$ cat config.mk
export PLATFORM = sky130hd
export DESIGN_NAME = cap_bank_sched
export DESIGN_NICKNAME = d
export VERILOG_FILES = /design/src/rtl/cap_bank_sched.sv
export SDC_FILE = /design/constraint.sdc
export NUM_CORES = 1
export LEC_CHECK = 0
export BUFFER_PORTS_ARGS = -buffer_cell sky130_fd_sc_hd__clkbuf_2
export CAP_MARGIN = 10
export CELL_PAD_IN_SITES_DETAIL_PLACEMENT = 0
export CELL_PAD_IN_SITES_GLOBAL_PLACEMENT = 1
export CORE_UTILIZATION = 38
export CTS_CLUSTER_DIAMETER = 150
export DETAILED_ROUTE_END_ITERATION = 12
export PLACE_DENSITY = 0.89
export SLEW_MARGIN = 20
export SYNTH_ARGS = -nofsm -noshare
export SYNTH_HDL_FRONTEND = slang
export SYNTH_SLANG_ARGS = --single-unit
$ cat constraint.sdc
create_clock -name cap_pclk -period 3 [get_ports cap_pclk]
set_input_delay 0.6 -clock cap_pclk [delete_from_list [all_inputs] [get_ports cap_pclk]]
set_output_delay 0.6 -clock cap_pclk [all_outputs]
set_load 0.01 [all_outputs]
$ cat src/rtl/cap_bank_sched.sv
// cap_bank_sched: steers camera writes into one frame bank at a time, validates each frame
// and rotates banks round-robin, publishing the last complete bank for display.
module cap_bank_sched #(
    parameter int NUM_BANKS    = 4,
    parameter int FRAME_PIXELS = 76800,
    parameter int ADDRW        = 17,
    parameter int FCNT_W       = 8
) (
    input  logic                 cap_pclk,
    input  logic                 cap_rst,
    input  logic                 en,
    input  logic                 single_shot,
    input  logic                 cap_vsync,
    input  logic                 cap_we,
    input  logic [ADDRW-1:0]     cap_addr,
    output logic [NUM_BANKS-1:0] bank_we,
    output logic [NUM_BANKS-1:0] wr_bank,
    output logic [NUM_BANKS-1:0] disp_bank,
    output logic                 disp_valid,
    output logic                 frame_done,
    output logic                 frame_err,
    output logic [ADDRW-1:0]     pix_cnt,
    output logic [FCNT_W-1:0]    frame_cnt,
    output logic                 busy
);
    typedef enum logic [1:0] {IDLE, WAIT_VS, ACTIVE, COMMIT} state_t;
    localparam logic [ADDRW-1:0] FP = ADDRW'(FRAME_PIXELS);
    state_t state_q, state_d;
    logic [NUM_BANKS-1:0] wr_bank_q, wr_bank_d, disp_bank_q, disp_bank_d;
    logic disp_valid_q, disp_valid_d, frame_done_q, frame_done_d, frame_err_q, frame_err_d;
    logic [ADDRW-1:0] pix_cnt_q, pix_cnt_d;
    logic [FCNT_W-1:0] frame_cnt_q, frame_cnt_d;
    logic vsync_q, ss_latch_q, ss_latch_d, addr_ok_q, addr_ok_d;
    logic vs_fall, vs_rise, full, accept;
    assign vs_fall = vsync_q & ~cap_vsync;
    assign vs_rise = ~vsync_q & cap_vsync;
    assign full    = pix_cnt_q >= FP;
    // Combinational so the RAM strobe lines up with cap_addr and pixel data
    assign accept  = (state_q == ACTIVE) && cap_we && !full;
    assign bank_we    = accept ? wr_bank_q : '0;
    assign wr_bank    = wr_bank_q;
    assign disp_bank  = disp_bank_q;
    assign disp_valid = disp_valid_q;
    assign frame_done = frame_done_q;
    assign frame_err  = frame_err_q;
    assign pix_cnt    = pix_cnt_q;
    assign frame_cnt  = frame_cnt_q;
    assign busy       = state_q != IDLE;
    always_comb begin
        state_d      = state_q;
        wr_bank_d    = wr_bank_q;
        disp_bank_d  = disp_bank_q;
        disp_valid_d = disp_valid_q;
        frame_done_d = 1'b0;
        frame_err_d  = 1'b0;
        pix_cnt_d    = pix_cnt_q;
        frame_cnt_d  = frame_cnt_q;
        ss_latch_d   = ss_latch_q;
        addr_ok_d    = addr_ok_q;
        case (state_q)
            IDLE: begin
                ss_latch_d = ss_latch_q | single_shot;
                if (en) state_d = WAIT_VS;
            end
            WAIT_VS: begin
                ss_latch_d = ss_latch_q | single_shot;
                if (!en) state_d = IDLE;
                else if (vs_fall) begin
                    state_d   = ACTIVE;
                    pix_cnt_d = '0;
                    addr_ok_d = 1'b1;
                end
            end
            ACTIVE: begin
                if (cap_we && full) addr_ok_d = 1'b0;
                if (accept) begin
                    pix_cnt_d = pix_cnt_q + 1'b1;
                    if (cap_addr != pix_cnt_q) addr_ok_d = 1'b0;
                end
                // Judge the frame including a write accepted on the vs_rise cycle itself
                if (vs_rise) begin
                    if (pix_cnt_d == FP && addr_ok_d) state_d = COMMIT;
                    else begin
                        frame_err_d = 1'b1;
                        state_d     = (!en || ss_latch_q) ? IDLE : WAIT_VS;
                    end
                end
            end
            COMMIT: begin
                disp_bank_d  = wr_bank_q;
                disp_valid_d = 1'b1;
                frame_done_d = 1'b1;
                frame_cnt_d  = frame_cnt_q + 1'b1;
                wr_bank_d    = {wr_bank_q[NUM_BANKS-2:0], wr_bank_q[NUM_BANKS-1]};
                ss_latch_d   = 1'b0;
                state_d      = (ss_latch_q || !en) ? IDLE : WAIT_VS;
            end
            default: state_d = IDLE;
        endcase
    end
    always_ff @(posedge cap_pclk) begin
        if (cap_rst) begin
            state_q      <= IDLE;
            wr_bank_q    <= NUM_BANKS'(1);
            disp_bank_q  <= '0;
            disp_valid_q <= 1'b0;
            frame_done_q <= 1'b0;
            frame_err_q  <= 1'b0;
            pix_cnt_q    <= '0;
            frame_cnt_q  <= '0;
            vsync_q      <= 1'b1;
            ss_latch_q   <= 1'b0;
            addr_ok_q    <= 1'b1;
        end else begin
            state_q      <= state_d;
            wr_bank_q    <= wr_bank_d;
            disp_bank_q  <= disp_bank_d;
            disp_valid_q <= disp_valid_d;
            frame_done_q <= frame_done_d;
            frame_err_q  <= frame_err_d;
            pix_cnt_q    <= pix_cnt_d;
            frame_cnt_q  <= frame_cnt_d;
            vsync_q      <= cap_vsync;
            ss_latch_q   <= ss_latch_d;
            addr_ok_q    <= addr_ok_d;
        end
    end
endmodule

==> flow_summary.toml, run 1 <==
[outcome]
status = "finished clean"

[clock_network]
htree_num_levels = 2
post_cts_buffers = 0
ctsLongestPathBuffers = 2
cts_tree = "done"
cts_buffers = 5
holdBufCountCts = 0
clk_latency_ps = 300
clkTransAtPathRegs_ps = 80
root_buffer = "clkbuf_8"
clock_sinks = 38
post_cts_resized = 0

[synth]
async_reset_ff_share_pct = 0
ys_seq_elements = 38
synthXorXnorAreaFrac_pct = 10.0
yosysTopAreaCellShare_pct = 32.3
netlist_area_mm2 = 0.00235
synth_area_leaders = "dfxtp_1 32%, xnor2_1 6.0%, nand2_1 5.9%"
synth-compound-area-share_pct = 22.4
avgSynthCellArea_um2 = 7.80
synthesis.instances = 302
synth.most_common_cell = "dfxtp_1"
ys_warn_count = 0
synth_top_family_by_area = "simple AND/OR/NAND/NOR gates"
yosys.area.top_type = "dfxtp_1"
synth_fp_nets = 328
synth_simple_gate_area_share_pct = 26.8
yosysSeqAreaShare_pct = 32.3
yosys-top-cells-count = "38 x dfxtp_1, 37 x nand2_1, 26 x nor2_1"
synth_mux_area_share_pct = 0
synthAdderAreaFrac_pct = 1.59
synth_edf_count = 0
ys.flop_type = "dfxtp_1"
synthDistinctLibCells = 55

[setup_path]
slowest_stage = "dfxtp_1"
worst-path-buf-inv = 1
worstPathArrival_ps = 1910
max_stage_delay_ps = 600
crit_chain = "a21oi_2, o211a_1, and2_1, clkbuf_2"
crit_path_start = "pix_cnt[10]"
path_delay_family = "compound AO/OA/AOI/OAI gates"
critPathCaptureType = "output pin"
crit_required_ps = 2400
critPathKind = "flip-flop to output pin"
cp-start-kind = "flip-flop"
r2r-start = "pix_cnt[0]"
cp_max_fo = 21

[floorplanning]
die_x_um = 80.7
rows = 28
core_mm2 = 0.00596
die_area_mm2 = 0.00652
initial_core_util_pct = 39.5
boundaryPins = 64
die_y_um = 80.7

[sta]
setup_viol = 0
slew_headroom_pct = 45.3
period_needed_ps = 2510
drv_slew = 0
worstMarginPinSlew_ps = 820
hold_viol_final = 0
rsz0062_at_grt = "no"
fin_skew_ps = 10.5
max_freq_ghz = 0.398
final.setup.tns_ps = 0
hold_slack_ps = 469
finalCritPeriodShare_pct = 83.7

[finish]
drive_gt1_share_pct = 25.4
diodes = 0
utilization_pct = 45.8
final_nets = 376
final_cell_area_mm2 = 0.00273
area_delta_synth_final_pct = 15.9

[global_routing]
grt_max_degree = 39
grt_pass1_wl_mm = 10.1
antenna_found_initial = 0
grt_usage_pct = 20.1
grt_pass1_vias = 2137
grt-ovfl-total = 0

[pwr]
power_density_mw_per_mm2 = 348
vdd.ir_drop.worst_mv = 0.203
p_leak_uw = 0.00104

[detailed_routing]
routedWlPerCell_um = 14.7
drtAntennaViolNets = 0
drt_iter0_drc = 168
vias = 2365
drtPass1Iterations = 5
routed_via_density = 5.55
totalWireLength_mm = 6.26
drc = 0

[placement]
dpl-instance-area_mm2 = 0.00264
port_buffers = 63
hpwl_mm = 4.44
gp_congestion = 0.827

[hold_path]
hp-class = "flip-flop to flip-flop"
worstHoldStart = "disp_bank[3]"

[job]
maxCapViolCount = 0
[power breakdown]
group / internal, µW / leakage, µW / switching [µW]
Clock: 186 / 0.0000482 / 187
Combinational: 28.2 / 0.000683 / 37.6
Sequential: 508 / 0.000307 / 4.14
[metrics by stage]
stage               total power [µW]  instances  setup slack, ps
finish                           951        426              489
global route                     990        426              339
CTS                              958        426              505
detailed placement               589        418              483
global placement                 589        418              560
floorplan                        561        302              835
[worst reg2reg max path, stage by stage (launching register included)]
cell and delay (ps):
dfxtp_1 490, ha_1 300, nand3_2 150, or3_4 380, or3_1 370, a211oi_2 320
nand3_1 120, o21a_1 180
[area by class of cell]
type / count / area [µm²]
clock inverters: 1 / 5.00
fillers: 629 / 3230
well taps: 75 / 93.8
inverters: 6 / 22.5
clock buffers: 7 / 86.3
repair buffers: 65 / 330
multi-input cells: 234 / 1430
flip-flops and latches: 38 / 761
[cell usage in the layout, fill, tap and decap left out, types with 2 or more instances in the layout]
| cell type | synthesis | routed |
|---|---|---|
| clkbuf_2 | 0 | 63 |
| dfxtp_1 | 38 | 38 |
| nand2_1 | 37 | 37 |
| nor2_1 | 26 | 26 |
| a21oi_1 | 24 | 24 |
| o21ai_0 | 18 | 18 |
| xnor2_1 | 16 | 16 |
| xor2_1 | 11 | 11 |
| nand4_1 | 9 | 9 |
| a311oi_1 | 7 | 7 |
| inv_1 | 6 | 6 |
| and2_1 | 6 | 6 |
| nand3_1 | 6 | 6 |
| or3_1 | 6 | 6 |
| clkbuf_8 | 0 | 6 |
| nor3_1 | 5 | 5 |
| nor4_1 | 5 | 5 |
| or2_2 | 4 | 4 |
| a31oi_1 | 4 | 4 |
| o211ai_1 | 4 | 4 |
| a22oi_1 | 4 | 4 |
| nand2b_1 | 3 | 3 |
| a211oi_1 | 3 | 3 |
| and3_1 | 3 | 3 |
| ha_1 | 3 | 3 |
| o21ai_1 | 2 | 2 |
| and3_2 | 2 | 2 |
| buf_4 | 9 | 2 |
[sequential cells by signal (all words and copies together) (netlist names)]
signal and cells:
disp_bank 2, frame_cnt 8, frame_done 1, wr_bank 3, disp_valid 1, frame_err 1, state_q 2, ss_latch_q 1
vsync_q 1, pix_cnt 17, addr_ok_q 1
[per-layer routing]
metal	vias up	share of wire (%)	routed length, µm	GRT usage [%]
met5	-	0	0	0
met4	0	1.7	108	8.57
met3	12	6.9	431	3.52
met2	83	47	2930	33.2
met1	1105	45	2790	25.4
li1	1165	-	-	-
[cells by family (layout without fill, tap and decap cells)]
| kind of cell | Yosys count | after routing |
|---|---|---|
| adders and majority gates | 3 | 3 |
| xor gates and xnor gates | 27 | 27 |
| AOI/OAI and AO/OA | 81 | 81 |
| and+or+nand+nor | 123 | 123 |
| buffers and inverters | 30 | 79 |
| DFF | 38 | 38 |
[final timing paths]
| check | cells past startpoint | slack, ps | end |
|---|---|---|---|
| worst max register to register | 7 | 610 | frame_err |
| worst min register to register | 2 | 470 | disp_bank[3] |
| worst max-delay path | 4 | 490 | bank_we[1] |
| worst min-delay path | 2 | 470 | disp_bank[3] |
Note: power is estimated with default switching activity, not from simulation.
==> inputs of run 2 (changes only) <==
- CORE_UTILIZATION: 38 -> 34
- PLACE_DENSITY: 0.89 -> 0.85
- clock period: 3 -> 2.2 ns (I/O delays scaled with it)
==> flow_summary.toml, run 2 (synthesized netlist as in run 1, its figures left out) <==
[finish]
diodes = 0
largest_reg_flops = 17
final_cell_mix = "63 x clkbuf_2, 37 x nand2_1, 35 x dfxtp_1"
area_delta_synth_final_pct = 24.9
drive_gt1_share_pct = 31.9
final_common_cell = "clkbuf_2"
layoutNonFillerInstCount = 453
final_nets = 402

[clock_network]
htree_num_levels = 2
holdBufCountCts = 0
root_buffer = "clkbuf_8"
cts_tree = "done"
clock_sinks = 38
cts_buffers = 5
ctsLongestPathBuffers = 2
clkTransAtPathRegs_ps = 80
clk_latency_ps = 300

[detailed_routing]
drc = 0
routed_via_density = 5.45
routedWlPerCell_um = 14.9
totalWireLength_mm = 6.77
vias = 2468
drtPass1Iterations = 6
drt_iter0_drc = 180
drtAntennaViolNets = 0

[floorplanning]
die_y_um = 85.2
initial_core_util_pct = 36.1
die_x_um = 85.2
core_mm2 = 0.00653
boundaryPins = 64
rows = 29
die_area_mm2 = 0.00726

[setup_path]
critPathKind = "flip-flop to output pin"
worst-path-buf-inv = 2
crit_path_start = "state_q[0]"
worstPathArrival_ps = 1670
crit_chain = "and3b_2, o211a_4, buf_4, and2_1, clkbuf_2"
critPathCaptureType = "output pin"
ff2ff_path_depth = 7
path_delay_family = "flip-flops"
r2r-start = "pix_cnt[0]"
rrSetupSlack_ps = 110
max_stage_delay_ps = 470
cp-start-kind = "flip-flop"
cp_max_fo = 10
reg2reg_to = "frame_err"
slowest_stage = "dfxtp_1"
crit_required_ps = 1760

[outcome]
status = "finished clean"

[hold_path]
worstHoldStart = "cap_vsync"
hp-class = "primary input to flip-flop"
whs_path_depth = 2
hold_end = "vsync_q"

[global_routing]
grt_pass1_wl_mm = 10.8
antenna_found_initial = 0
grt_usage_pct = 19.1
grt_pass1_vias = 2227
grt_max_degree = 26
grt-ovfl-total = 0

[pwr]
p_sw_uw = 321
seq_power_share_pct = 55.0
pwr-share-comb_pct = 7.6
swShare_pct = 25.3
p_int_uw = 947
vdd.ir_drop.worst_mv = 0.211
power_density_mw_per_mm2 = 431
clockPowerShare_pct = 37.4
p_leak_uw = 0.00121

[job]
maxCapViolCount = 0

[sta]
setup_viol = 0
period_needed_ps = 2110
slew_headroom_pct = 63.0
finalCritPeriodShare_pct = 95.7
hold_viol_final = 0
drv_slew = 0
max_freq_ghz = 0.475
fin_skew_ps = 11.5
final.setup.tns_ps = 0
worstMarginPinSlew_ps = 555
rsz0062_at_grt = "no"
fin_ws_ps = 93.6

[placement]
port_buffers = 63
placedCellCount = 444
gp_congestion = 0.871
dp_slack_ps = 77.4
hpwl_mm = 4.96
==> run 2: routing by layer <==
metal / GRT usage (%) / routed length [µm]
met1: 24.6 / 3060
met2: 30.7 / 3150
met3: 4.18 / 454
met4: 8.17 / 104
met5: 0 / 0
==> run 2: how the worst max path moves through the flow <==
stage | end | slack, ps | cells past startpoint
2_1_floorplan | frame_err | 30 | 7
6_report | bank_we[0] | 90 | 5
3_3_place_gp | state_q[0] | 120 | 7
3_5_place_dp | state_q[0] | 80 | 7
4_1_cts | bank_we[2] | 60 | 5
5_1_grt | state_q[0] | 10 | 6
==> run 2: per-stage QoR <==
stage          total power (µW)  area [µm²]  hold WS [ps]  utilization, %
6_report                   1270        2940           359            45.0
2_1_floorplan               764        2350           481               -
3_5_place_dp                807        2820           451            43.2
5_1_grt                    1320        2940           358            45.0
3_3_place_gp                806        2820           443            43.2
4_1_cts                    1280        2910           351            44.5
==> run 2: area by class of cell <==
| class | instances | area (µm²) |
|---|---|---|
| fillers | 650 | 3590 |
| multi-input cells | 234 | 1450 |
| flip-flops and latches | 38 | 764 |
| repair buffers | 91 | 526 |
| well taps | 77 | 96.3 |
| clock buffers | 5 | 68.8 |
| inverters | 6 | 22.5 |
| clock inverters | 2 | 10.0 |
==> run 2: power by group through the flow <==
stage	clock network (µW)	registers [µW]	logic, µW
CTS	493	697	95.0
global placement	0	713	92.7
floorplan	0	712	52.2
global route	521	699	105
detailed placement	0	714	93.9
finish	474	698	96.0
==> run 2: repair_timing <==
| item | CTS | global route |
|---|---|---|
| buffers inserted | 0 | 2 |
| endpoints found under the setup margin | 4 | 7 |
| resized for setup | 2 | 5 |
==> run 2: worst reg2reg max path, delay by kind of cell, from the launching register on <==
kind | cells | cell delay (ps)
AND/OR/NAND/NOR | 4 | 990
AO/OA/AOI/OAI | 2 | 460
flip-flops | 1 | 360
adder cells (fa/ha/maj) | 1 | 200
==> inputs of run 3 (changes only) <==
- CTS_CLUSTER_SIZE: default -> 20
- REMOVE_ABC_BUFFERS: default -> 1
==> flow_summary.toml, run 3 (synthesized netlist as in run 1, its figures left out) <==
[sta]
worstMarginPinSlew_ps = 501
setup_viol = 0
period_needed_ps = 2110
hold_viol_final = 0
fin_skew_ps = 3.94
rsz0062_at_grt = "yes"
drv_slew = 0
slew_headroom_pct = 66.5
max_freq_ghz = 0.474
finalCritPeriodShare_pct = 95.8

[floorplanning]
die_y_um = 85.2
initial_core_util_pct = 36.1
boundaryPins = 64
core_mm2 = 0.00653
die_x_um = 85.2
die_area_mm2 = 0.00726
rows = 29

[clock_network]
clk_latency_ps = 290
cts_buffers = 5
htree_num_levels = 2
clock_sinks = 38
clkTransAtPathRegs_ps = 80
ctsLongestPathBuffers = 2
cts_tree = "done"
post_cts_buffers = 0
root_buffer = "clkbuf_8"

[detailed_routing]
totalWireLength_mm = 6.73
routed_via_density = 5.46
drtAntennaViolNets = 0
vias = 2489
drc = 0
routedWlPerCell_um = 14.8
drt_iter0_drc = 187
drtPass1Iterations = 4

[global_routing]
grt_pass1_wl_mm = 10.9
grt-ovfl-total = 0
grt_pass1_vias = 2209
grt_usage_pct = 18.9
grt_max_degree = 23
antenna_found_initial = 0

[finish]
final_cell_mix = "63 x clkbuf_2, 37 x nand2_1, 36 x dfxtp_1"
largest_reg_flops = 17
drive_gt1_share_pct = 32.2
diodes = 0
layoutNonFillerInstCount = 456
final_nets = 404
utilization_pct = 45.2
final_common_cell = "clkbuf_2"
area_delta_synth_final_pct = 25.5

[setup_path]
cp_max_fo = 6
r2r-start = "pix_cnt[0]"
worst-path-buf-inv = 0
slowest_stage = "or3_1"
max_stage_delay_ps = 370
reg2reg_to = "frame_err"
cp.depth = 7
ff2ff_path_depth = 7
crit_chain = "ha_1, nand3_2, or3_4, or3_1, a211oi_2, nand3_1, o21a_1"
crit_required_ps = 2390
rrSetupSlack_ps = 90
path_delay_family = "simple AND/OR/NAND/NOR gates"
worstPathArrival_ps = 2300
critPathKind = "flip-flop to flip-flop"
cp-start-kind = "flip-flop"
critPathCaptureType = "flip-flop"

[outcome]
status = "finished clean"

[pwr]
swShare_pct = 24.5
p_int_uw = 985
vdd.ir_drop.worst_mv = 0.196
p_leak_uw = 0.00118
seq_power_share_pct = 53.4
clockPowerShare_pct = 39.3
pwr-share-comb_pct = 7.3
p_sw_uw = 319
power_density_mw_per_mm2 = 442

[job]
maxCapViolCount = 0

[placement]
hpwl_mm = 5.02
gp_congestion = 0.919
placedCellCount = 448
port_buffers = 63

[hold_path]
hold_end = "vsync_q"
whs_path_depth = 2
worstHoldStart = "cap_vsync"
hp-class = "primary input to flip-flop"
run 3: area by class of cell:
type                            instances  area [µm²]
Inverter                                6        22.5
Multi-Input combinational cell        234        1440
Fill cell                             668        3580
Timing Repair Buffer                   93         541
Sequential cell                        38         763
Tap cell                               77        96.3
Clock buffer                            6        82.6
Clock inverter                          2        12.5
run 3: worst max path at each step:
stage          slack [ps]  startpoint         to
6_report               90  pix_cnt[0]  frame_err
5_1_grt                -9  pix_cnt[0]  frame_err
4_1_cts                10  pix_cnt[3]  frame_err
3_5_place_dp           40  pix_cnt[3]  frame_err
3_3_place_gp           90  pix_cnt[3]  frame_err
2_1_floorplan          30  pix_cnt[1]  frame_err
run 3: per-stage QoR:
stage | setup TNS [ps] | hold slack, ps | setup WS, ps | instance area [µm²] | power [µW]
after floorplan | 0 | 474 | 27.3 | 2210 | 755
after global placement | 0 | 449 | 88.3 | 2850 | 806
after detailed placement | 0 | 453 | 38.2 | 2850 | 807
after CTS | 0 | 356 | 11.7 | 2950 | 1320
after global routing | -8.77 | 367 | -8.77 | 2950 | 1360
final | 0 | 360 | 91.6 | 2950 | 1300
run 3: timing repair:
action | 4_1_cts | 5_1_grt
gates resized for setup | 0 | 4
hold buffers | 0 | 0
setup endpoints to repair | 0 | 3
run 3: per-layer routing:
metal | vias up | wire, µm | global-route usage (%)
li1 | 1224 | - | -
met3 | 7 | 484 | 3.40
met5 | - | 0 | 0
met1 | 1151 | 3280 | 27.2
met4 | 0 | 54 | 4.16
met2 | 107 | 2900 | 29.2
run 3: power groups by stage:
| stage | registers (µW) | logic, µW | clock network, µW |
|---|---|---|---|
| final | 697 | 95.1 | 513 |
| after global routing | 697 | 105 | 556 |
| after CTS | 696 | 95.0 | 526 |
| after detailed placement | 713 | 94.4 | 0 |
| after global placement | 713 | 93.3 | 0 |
| after floorplan | 713 | 41.8 | 0 |
